==> src/rtl/conv_seq_pkg.sv <==
// Shared sizing helpers for the Conv1D step sequencer.
// Step totals and index widths are derived here so top and bench agree.
package conv_seq_pkg;

    function automatic int calc_main_steps(input int weight_nums, input int output_nums);
        return weight_nums * output_nums;
    endfunction

    function automatic int calc_total_steps(input int weight_nums, input int output_nums,
                                            input int pipe_stages);
        return weight_nums * output_nums + pipe_stages - 1;
    endfunction

    // Keeps a one-entry index at width 1 instead of a zero-width vector.
    function automatic int idx_w(input int n);
        return (n > 1) ? $clog2(n) : 1;
    endfunction

endpackage

==> src/rtl/lvl_step_counter.sv <==
// One buffer-level counter: counts 0..LIMIT-1 while enabled, then wraps or saturates.
// All outputs are registered so they line up with the global step counter.
module lvl_step_counter #(
    parameter int LVL_W = 6,
    parameter int LIMIT = 19,
    parameter bit WRAP  = 1'b0
) (
    input  logic             clk,
    input  logic             Reset_n,
    input  logic             clr,
    input  logic             run,
    input  logic             stall,
    output logic [LVL_W-1:0] count,
    output logic             last,
    output logic             wrap_pulse
);

    localparam logic [LVL_W-1:0] LAST_C = LVL_W'(LIMIT - 1);

    logic [LVL_W-1:0] cnt_q, cnt_nxt;
    logic             last_q;
    logic             pulse_q, pulse_nxt;

    if ((LIMIT < 1) || (LIMIT > (2 ** LVL_W))) begin : g_bad_limit
        $error("lvl_step_counter: LIMIT must be in 1..2**LVL_W");
    end

    always_comb begin
        cnt_nxt   = cnt_q;
        pulse_nxt = 1'b0;
        if (clr || !run) begin
            cnt_nxt = '0;
        end else if (!stall) begin
            if (cnt_q == LAST_C) begin
                // Saturate mode simply keeps the terminal value.
                if (WRAP) begin
                    cnt_nxt   = '0;
                    pulse_nxt = 1'b1;
                end
            end else begin
                cnt_nxt = cnt_q + LVL_W'(1);
            end
        end
    end

    always_ff @(posedge clk or negedge Reset_n) begin
        if (!Reset_n) begin
            cnt_q   <= '0;
            last_q  <= 1'b0;
            pulse_q <= 1'b0;
        end else begin
            cnt_q   <= cnt_nxt;
            last_q  <= (cnt_nxt == LAST_C);
            pulse_q <= pulse_nxt;
        end
    end

    assign count      = cnt_q;
    assign last       = last_q;
    assign wrap_pulse = pulse_q;

endmodule

==> src/rtl/conv_step_sequencer.sv <==
// Conv1D step sequencer: global step counter with tap/output index tracking, done/tail
// flags and NUM_LVL independent buffer-level counters.
module conv_step_sequencer
    import conv_seq_pkg::*;
#(
    parameter int                        PIPE_STAGES = 4,
    parameter int                        WEIGHT_NUMS = 4,
    parameter int                        OUTPUT_NUMS = 8,
    parameter int                        PARA_DEG    = 1,
    parameter int                        STEP_W      = 6,
    parameter int                        NUM_LVL     = 2,
    parameter int                        LVL_W       = 6,
    parameter logic [NUM_LVL*LVL_W-1:0]  LVL_LIMITS  = {6'd40, 6'd19},
    parameter logic [NUM_LVL-1:0]        LVL_WRAP    = 2'b00
) (
    input  logic                                clk,
    input  logic                                Reset_n,
    input  logic                                Comp_Reset,
    input  logic                                Computing,
    input  logic                                Stall,
    input  logic [NUM_LVL-1:0]                  Lvl_Ready,
    output logic [STEP_W-1:0]                   Step_Count,
    output logic [idx_w(WEIGHT_NUMS)-1:0]       Weight_Idx,
    output logic [idx_w(OUTPUT_NUMS)-1:0]       Output_Idx,
    output logic                                Tail_Active,
    output logic                                Comp_Done,
    output logic                                Done_Pulse,
    output logic [NUM_LVL*LVL_W-1:0]            Lvl_Count,
    output logic [NUM_LVL-1:0]                  Lvl_Last,
    output logic [NUM_LVL-1:0]                  Lvl_Wrap_Pulse
);

    localparam int WI_W        = idx_w(WEIGHT_NUMS);
    localparam int OI_W        = idx_w(OUTPUT_NUMS);
    localparam int MAIN_STEPS  = calc_main_steps(WEIGHT_NUMS, OUTPUT_NUMS);
    localparam int TOTAL_STEPS = calc_total_steps(WEIGHT_NUMS, OUTPUT_NUMS, PIPE_STAGES);

    localparam logic [STEP_W-1:0] MAIN_C  = STEP_W'(MAIN_STEPS);
    localparam logic [STEP_W-1:0] TOTAL_C = STEP_W'(TOTAL_STEPS);
    localparam logic [STEP_W-1:0] PARA_C  = STEP_W'(PARA_DEG);
    localparam logic [WI_W-1:0]   W_STEP  = WI_W'(PARA_DEG);
    localparam logic [WI_W-1:0]   W_LAST  = WI_W'(WEIGHT_NUMS - PARA_DEG);

    if ((PARA_DEG < 1) || ((WEIGHT_NUMS % PARA_DEG) != 0)) begin : g_bad_para
        $error("conv_step_sequencer: WEIGHT_NUMS must be a multiple of PARA_DEG");
    end
    if ((2 ** STEP_W) <= TOTAL_STEPS) begin : g_bad_step_w
        $error("conv_step_sequencer: STEP_W too narrow for TOTAL_STEPS");
    end

    logic [STEP_W-1:0] step_q, step_nxt;
    logic [WI_W-1:0]   w_q, w_nxt;
    logic [OI_W-1:0]   o_q, o_nxt;
    logic              tail_q, done_q;
    logic              dp_q, dp_nxt;

    always_comb begin
        step_nxt = step_q;
        w_nxt    = w_q;
        o_nxt    = o_q;
        dp_nxt   = 1'b0;
        if (Comp_Reset || !Computing) begin
            step_nxt = '0;
            w_nxt    = '0;
            o_nxt    = '0;
        end else if (!Stall && (step_q != TOTAL_C)) begin
            // Clamp the last stride so the count lands exactly on TOTAL_STEPS.
            step_nxt = (step_q >= (TOTAL_C - PARA_C)) ? TOTAL_C : (step_q + PARA_C);
            dp_nxt   = (step_nxt == TOTAL_C);
            // Indices only move inside the main phase; the tail keeps the last tap/output.
            if (step_nxt < MAIN_C) begin
                if (w_q == W_LAST) begin
                    w_nxt = '0;
                    o_nxt = o_q + OI_W'(1);
                end else begin
                    w_nxt = w_q + W_STEP;
                end
            end
        end
    end

    always_ff @(posedge clk or negedge Reset_n) begin
        if (!Reset_n) begin
            step_q <= '0;
            w_q    <= '0;
            o_q    <= '0;
            tail_q <= 1'b0;
            done_q <= 1'b0;
            dp_q   <= 1'b0;
        end else begin
            step_q <= step_nxt;
            w_q    <= w_nxt;
            o_q    <= o_nxt;
            tail_q <= (step_nxt >= MAIN_C) && (step_nxt < TOTAL_C);
            done_q <= (step_nxt == TOTAL_C);
            dp_q   <= dp_nxt;
        end
    end

    assign Step_Count  = step_q;
    assign Weight_Idx  = w_q;
    assign Output_Idx  = o_q;
    assign Tail_Active = tail_q;
    assign Comp_Done   = done_q;
    assign Done_Pulse  = dp_q;

    for (genvar i = 0; i < NUM_LVL; i++) begin : g_lvl
        lvl_step_counter #(
            .LVL_W (LVL_W),
            .LIMIT (int'(LVL_LIMITS[i*LVL_W +: LVL_W])),
            .WRAP  (LVL_WRAP[i])
        ) u_lvl (
            .clk        (clk),
            .Reset_n    (Reset_n),
            .clr        (Comp_Reset),
            .run        (Lvl_Ready[i]),
            .stall      (Stall),
            .count      (Lvl_Count[i*LVL_W +: LVL_W]),
            .last       (Lvl_Last[i]),
            .wrap_pulse (Lvl_Wrap_Pulse[i])
        );
    end

endmodule

==> config.mk <==
export PLATFORM = sky130hd
export DESIGN_NAME = conv_step_sequencer
export DESIGN_NICKNAME = d
export VERILOG_FILES = /design/src/rtl/conv_seq_pkg.sv /design/src/rtl/lvl_step_counter.sv /design/src/rtl/conv_step_sequencer.sv
export SDC_FILE = /design/constraint.sdc
export NUM_CORES = 1
export LEC_CHECK = 0
export CORE_MARGIN = 1
export CORE_UTILIZATION = 47
export CTS_BUF_LIST = sky130_fd_sc_hd__clkbuf_4 sky130_fd_sc_hd__clkbuf_8
export CTS_CLUSTER_SIZE = 8
export DETAILED_ROUTE_END_ITERATION = 10
export PLACE_DENSITY_LB_ADDON = 0.05
export RECOVER_POWER = 25
export SYNTH_ARGS = -nofsm -noshare
export SYNTH_HDL_FRONTEND = slang
export SYNTH_SLANG_ARGS = --single-unit
==> constraint.sdc <==
create_clock -name clk -period 1.7 [get_ports clk]
set_clock_uncertainty 0.1 [all_clocks]
set_input_delay 0.34 -clock clk [delete_from_list [all_inputs] [get_ports clk]]
set_output_delay 0.34 -clock clk [all_outputs]
set_load 0.02 [all_outputs]
==> flow_summary.ini, run 1 <==
[synth]
ys.flop_type = dfrtp_1
synthCells = 178
avgSynthCellArea_um2 = 9.54
ys_types = 47
ys_async_sr_fraction_pct = 100
synth_top_area_share_pct = 41.3
synth_top_area_cell = dfrtp_1
yosysSeqAreaShare_pct = 41.3
synth_seq_cells = 28
synth-edff-count = 0
ys_warn_count = 0
syn_area_um2 = 1700
netlist_top_cells_area = dfrtp_1, nor2_1, ha_1, xor2_1, mux2i_1

[die]
core_area_um2 = 3390
fp.dieW_um = 62.1
num_rows = 21
die_y_um = 62.1
ios = 37
dieArea_um2 = 3860
start_util_pct = 50.1

[cts]
clockRootBuffer = clkbuf_4
tritoncts = done
h-tree-depth = 1
cts_sinks = 28
cts_buffer_depth = 2
clk_latency_ns = 0.33
cts_inserted_buffers = 3
hold_buffers = 0
clkTransAtPathRegs_ns = 0.15

[setup_path]
r2r_slack_ns = -0.005
start_kind = flop
end_kind = flop
cp.arrival_ns = 1.88
critPathTopFamily = compound AO/OA/AOI/OAI gates
path_max_fanout = 9
crit_chain = buf_6 -> ha_4 -> a31o_1 -> o311a_1 -> and4bb_1
critical_path_buf_inv_count = 1
required_ns = 1.88
critical_path_class = reg2reg
crit_path_max_incr_delay_ns = 0.44
cp_slowest_cell = dfrtp_2

[sta]
fin_tns_setup_ns = -0.00457
final.setup.worst_slack_ns = -0.00457
fmax_mhz = 587
slew_headroom_pct = 52.8
tightest_slew_ns = 0.708
finalCritPeriodShare_pct = 100
slew_viol_final = 0
fin_crit_ns = 1.70
grt_setup_unrepaired = true
hold_viol_final = 0
setup_violations = 1

[detailed_routing]
route.final.wire_length_mm = 3.90
drtIter0Drc = 135
firstDrtPassIters = 4
vias_per_cell = 5.55
antenna_left = 0
route.detailed.drc = 0
num_vias = 1522
wl_per_cell_um = 14.2

[cells_and_area]
syn2layout_area_growth_pct = 37.2
antenna_cells = 0
nFillCells = 260
seq_area_um2 = 707
final_cell_mix = nor2_1, dlygate4sd2_1, dfrtp_1, buf_4, xor2_1
drive_above_1_share_pct = 22.8
num-nets-final = 243
multi_input_area_um2 = 996
fin_area_um2 = 2330
finalNonFillerCells = 274

[placement]
placed_area_um2 = 2210
io_buffers = 34
gp_congestion = 0.845
dp_hpwl_mm = 2.74
dp_slack_ns = -0.395
placedCellCount = 265

[power]
power_frac_comb_pct = 14.1
max-vdd-ir-drop_mv = 0.312
leakage_uw = 0.00116
p_clk_share_pct = 28.0
seqPwrFrac_pct = 58.0
p_per_area_nw_per_um2 = 508
switchingPower_uw = 300
p_sw_share_pct = 25.4
internal_power_uw = 883

[global_route]
antenna_found_initial = 0
grt_max_degree = 29
gr-usage-all-layers_pct = 20.9
grt_pass1_vias = 1522
grt_pass1_wl_mm = 6.60
grt.overflow.total = 0

[worst_hold_path]
hold_class = in2async

[job]
drv_cap = 0

[run_status]
violations = setup timing
run_status = finished, violations left
[layer usage]
layer | global-route usage [%] | routed length, um
met5 | 0 | 0
met4 | 6.40 | 48
met3 | 3.13 | 187
met2 | 38.7 | 1980
met1 | 24.8 | 1690
[registers in the layout (all words and copies together), names as in the netlist]
name and cells:
Comp_Done 1, g_lvl.u_lvl.last 2, Tail_Active 1, Done_Pulse 1, Weight_Idx 2, Output_Idx 3, g_lvl.u_lvl.count 12, Step_Count 6
[final cells by class]
class	instances	share of cell area [%]
Clock buffer	4	1.56
Inverter	4	0.644
Multi-Input combinational cell	132	42.7
Sequential cell	28	30.3
Tap cell	46	2.47
Timing Repair Buffer	60	22.2
[synthesized netlist by cell type, types with 3 or more instances]
library cell	number
dfrtp_1	28
nor2_1	26
a21oi_1	8
xor2_1	8
ha_1	7
nand2_1	7
buf_4	6
mux2i_1	6
nor2b_1	6
o21ai_0	6
nand2b_1	5
a31oi_1	4
buf_2	4
inv_1	4
nand3_1	4
nand4_1	4
and3b_1	3
clkbuf_1	3
xnor2_1	3
[final timing paths]
| kind | cells past startpoint | startpoint | to |
|---|---|---|---|
| setup / recovery | 5 | Step_Count[1]$_DFF_PN0_ | Tail_Active$_DFF_PN0_ |
| hold / removal | 2 | Reset_n | g_lvl[0].u_lvl.count[2]$_DFF_PN0_ |
| setup reg to reg | 5 | Step_Count[1]$_DFF_PN0_ | Tail_Active$_DFF_PN0_ |
| hold reg to reg | 2 | Output_Idx[2]$_DFFE_PN0P_ | Output_Idx[2]$_DFFE_PN0P_ |
| max in group asynchronous | 2 | Reset_n | g_lvl[1].u_lvl.count[0]$_DFF_PN0_ |
| min in group clk | 2 | Output_Idx[2]$_DFFE_PN0P_ | Output_Idx[2]$_DFFE_PN0P_ |
[cell families after synthesis]
family,synth area share [%]
AO/OA/AOI/OAI,14.1
XOR/XNOR,5.67
buffers and inverters,6.26
AND/OR/NAND/NOR,23.8
adder cells (fa/ha/maj),5.16
other,0.221
multiplexers,3.54
flip-flops,41.3
[power groups by stage]
| stage | combinational, uW | sequential [uW] | clock (uW) |
|---|---|---|---|
| 3_3_place_gp | 150 | 700 | 0 |
| 5_1_grt | 184 | 688 | 374 |
| 3_5_place_dp | 156 | 701 | 0 |
| 6_report | 167 | 686 | 331 |
| 4_1_cts | 157 | 686 | 346 |
| 2_1_floorplan | 73.8 | 707 | 0 |
[per-stage QoR]
step,power [uW],utilization [%],hold slack [ns]
4_1_cts,1190,66.0,0.278
5_1_grt,1240,68.7,0.488
3_3_place_gp,850,65.1,0.424
2_1_floorplan,781,-,-0.0556
3_5_place_dp,856,65.1,0.444
6_report,1180,68.7,0.467
[repair_timing]
action,CTS,global route
pin swaps,0,4
buffers inserted,1,4
cloned,0,0
endpoints found under the setup margin,33,13
resized for setup,34,17
(Power assumes the default switching activity.)
==> inputs of run 2 (changes only) <==
CORE_ASPECT_RATIO = 0.5   (was not set)
==> flow_summary.ini, run 2 (synthesis results as in run 1) <==
[sta]
grt_setup_unrepaired = true
finalCritPeriodShare_pct = 97.0
slew_viol_final = 0
setup_violations = 0
fmax_mhz = 606
slew_headroom_pct = 53.2
fin_crit_ns = 1.65
tightest_slew_ns = 0.701
hold_viol_final = 0

[detailed_routing]
num_vias = 1472
antenna_left = 0
firstDrtPassIters = 5
route.final.wire_length_mm = 3.85
drtIter0Drc = 41
vias_per_cell = 5.28
wl_per_cell_um = 13.8
route.detailed.drc = 0

[setup_path]
cp_slowest_cell = dfrtp_2
r2r-end = Tail_Active$_DFF_PN0_
start_kind = flop
end_kind = flop
crit_path_max_incr_delay_ns = 0.50
critical_path_class = reg2reg
rr_startpoint = Step_Count[1]$_DFF_PN0_
required_ns = 1.83
crit_start = Step_Count[1]$_DFF_PN0_
crit_chain = ha_4 -> a31o_1 -> o311a_1 -> and4bb_1
reg2regPathDepth = 4
crit_end = Tail_Active$_DFF_PN0_
cp.arrival_ns = 1.78
r2r_slack_ns = 0.05
path_max_fanout = 8

[die]
num_rows = 14
die_y_um = 44.5
dieArea_um2 = 3870
core_area_um2 = 3210
ios = 37
start_util_pct = 53.0
fp.dieW_um = 87

[global_route]
grt.overflow.total = 0
grt_max_degree = 29
grt_pass1_vias = 1343
gr-usage-all-layers_pct = 21.4
antenna_found_initial = 0
grt_pass1_wl_mm = 6.27

[placement]
io_buffers = 34
placedCellCount = 271
dp_hpwl_mm = 2.73
gp_congestion = 0.848

[cells_and_area]
largest_reg_flops = 12
seq_area_um2 = 706
nFillCells = 271
syn2layout_area_growth_pct = 37.9
antenna_cells = 0
finalNonFillerCells = 279
multi_input_area_um2 = 965
drive_above_1_share_pct = 23.4
mostFrequentLayoutCell = buf_4
num-nets-final = 246
final_cell_mix = buf_4, dfrtp_1, nor2_1

[cts]
cts_sinks = 28
hold_buffers = 0
cts_buffer_depth = 2
h-tree-depth = 1
tritoncts = done
clk_latency_ns = 0.28
cts_inserted_buffers = 3
clkTransAtPathRegs_ns = 0.10
clockRootBuffer = clkbuf_8

[power]
leakage_uw = 0.00122
p_per_area_nw_per_um2 = 543
switchingPower_uw = 318
fin_total_pwr_uw = 1270
p_clk_share_pct = 33.6
internal_power_uw = 955
power_frac_comb_pct = 12.5
p_sw_share_pct = 25.0
max-vdd-ir-drop_mv = 0.384
seqPwrFrac_pct = 53.9

[run_status]
run_status = finished, final reports clean

[job]
drv_cap = 0

[worst_hold_path]
hold_class = reg2reg
## run 2: cell types whose count changed in the layout (fill, tap and decap cells not counted), moves of 2 or more
cell             previous run  this run
clkbuf_8                    1         4
dlygate4sd2_1              25        23
clkdlybuf4s15_1             3         0
clkbuf_4                    3         0
nor2_2                      0         2
buf_4                      23        27
dlymetal6s2s_1              0         4
## run 2: how the worst min path moves through the flow
stage | endpoint | start | cells after the start | slack (ns)
6_report | Output_Idx[2]$_DFFE_PN0P_ | Output_Idx[2]$_DFFE_PN0P_ | 2 | 0.45
3_5_place_dp | Step_Count[0]$_DFF_PN0_ | Step_Count[0]$_DFF_PN0_ | 1 | 0.44
5_1_grt | Output_Idx[2]$_DFFE_PN0P_ | Output_Idx[2]$_DFFE_PN0P_ | 2 | 0.47
2_1_floorplan | Comp_Done$_DFF_PN0_ | Reset_n | 0 | -0.06
3_3_place_gp | Output_Idx[2]$_DFFE_PN0P_ | Output_Idx[2]$_DFFE_PN0P_ | 2 | 0.42
4_1_cts | Tail_Active$_DFF_PN0_ | Reset_n | 2 | 0.34
## run 2: layer usage
metal / global-route usage [%] / wire length, um
met1: 28.9 / 1820
met2: 35.1 / 1810
met3: 5.41 / 189
met4: 5.00 / 34
met5: 0 / 0
## run 2: repair_timing
action / CTS / global route
setup buffers: 0 / 4
pin swaps: 0 / 5
resized for setup: 27 / 14
setup endpoints to repair: 26 / 13
## run 2: layout make-up
cell class / instances / area share (%)
inverter: 4 / 0.641
clock buffer: 4 / 2.35
timing repair buffer: 63 / 23.1
sequential: 28 / 30.1
tap: 48 / 2.57
multi-input combinational: 132 / 41.2
## run 2: critical path, delay by kind of cell (launching register included)
family                   cells  cell delay, ns
adder cells (fa/ha/maj)      1            0.22
flip-flops                   1            0.50
AND/OR/NAND/NOR              1            0.26
AO/OA/AOI/OAI                2            0.51
## run 2: per-stage QoR
stage          utilization [%]  setup TNS (ns)  instance area [um^2]  hold slack [ns]  setup slack [ns]
3_3_place_gp              69.5           -3.07                  2230            0.424            -0.255
2_1_floorplan                -         -0.0228                  1750          -0.0556           -0.0228
6_report                  73.0               0                  2340            0.451            0.0511
4_1_cts                   70.8               0                  2270            0.338           0.00370
5_1_grt                   73.0         -0.0189                  2340            0.472           -0.0182
3_5_place_dp              69.5           -3.53                  2230            0.438            -0.308
## run 2: power by group through the flow
stage | clock network, uW | registers, uW | logic, uW
global route | 462 | 687 | 176
CTS | 438 | 686 | 152
global placement | 0 | 699 | 153
detailed placement | 0 | 699 | 156
floorplan | 0 | 707 | 73.8
finish | 428 | 686 | 159
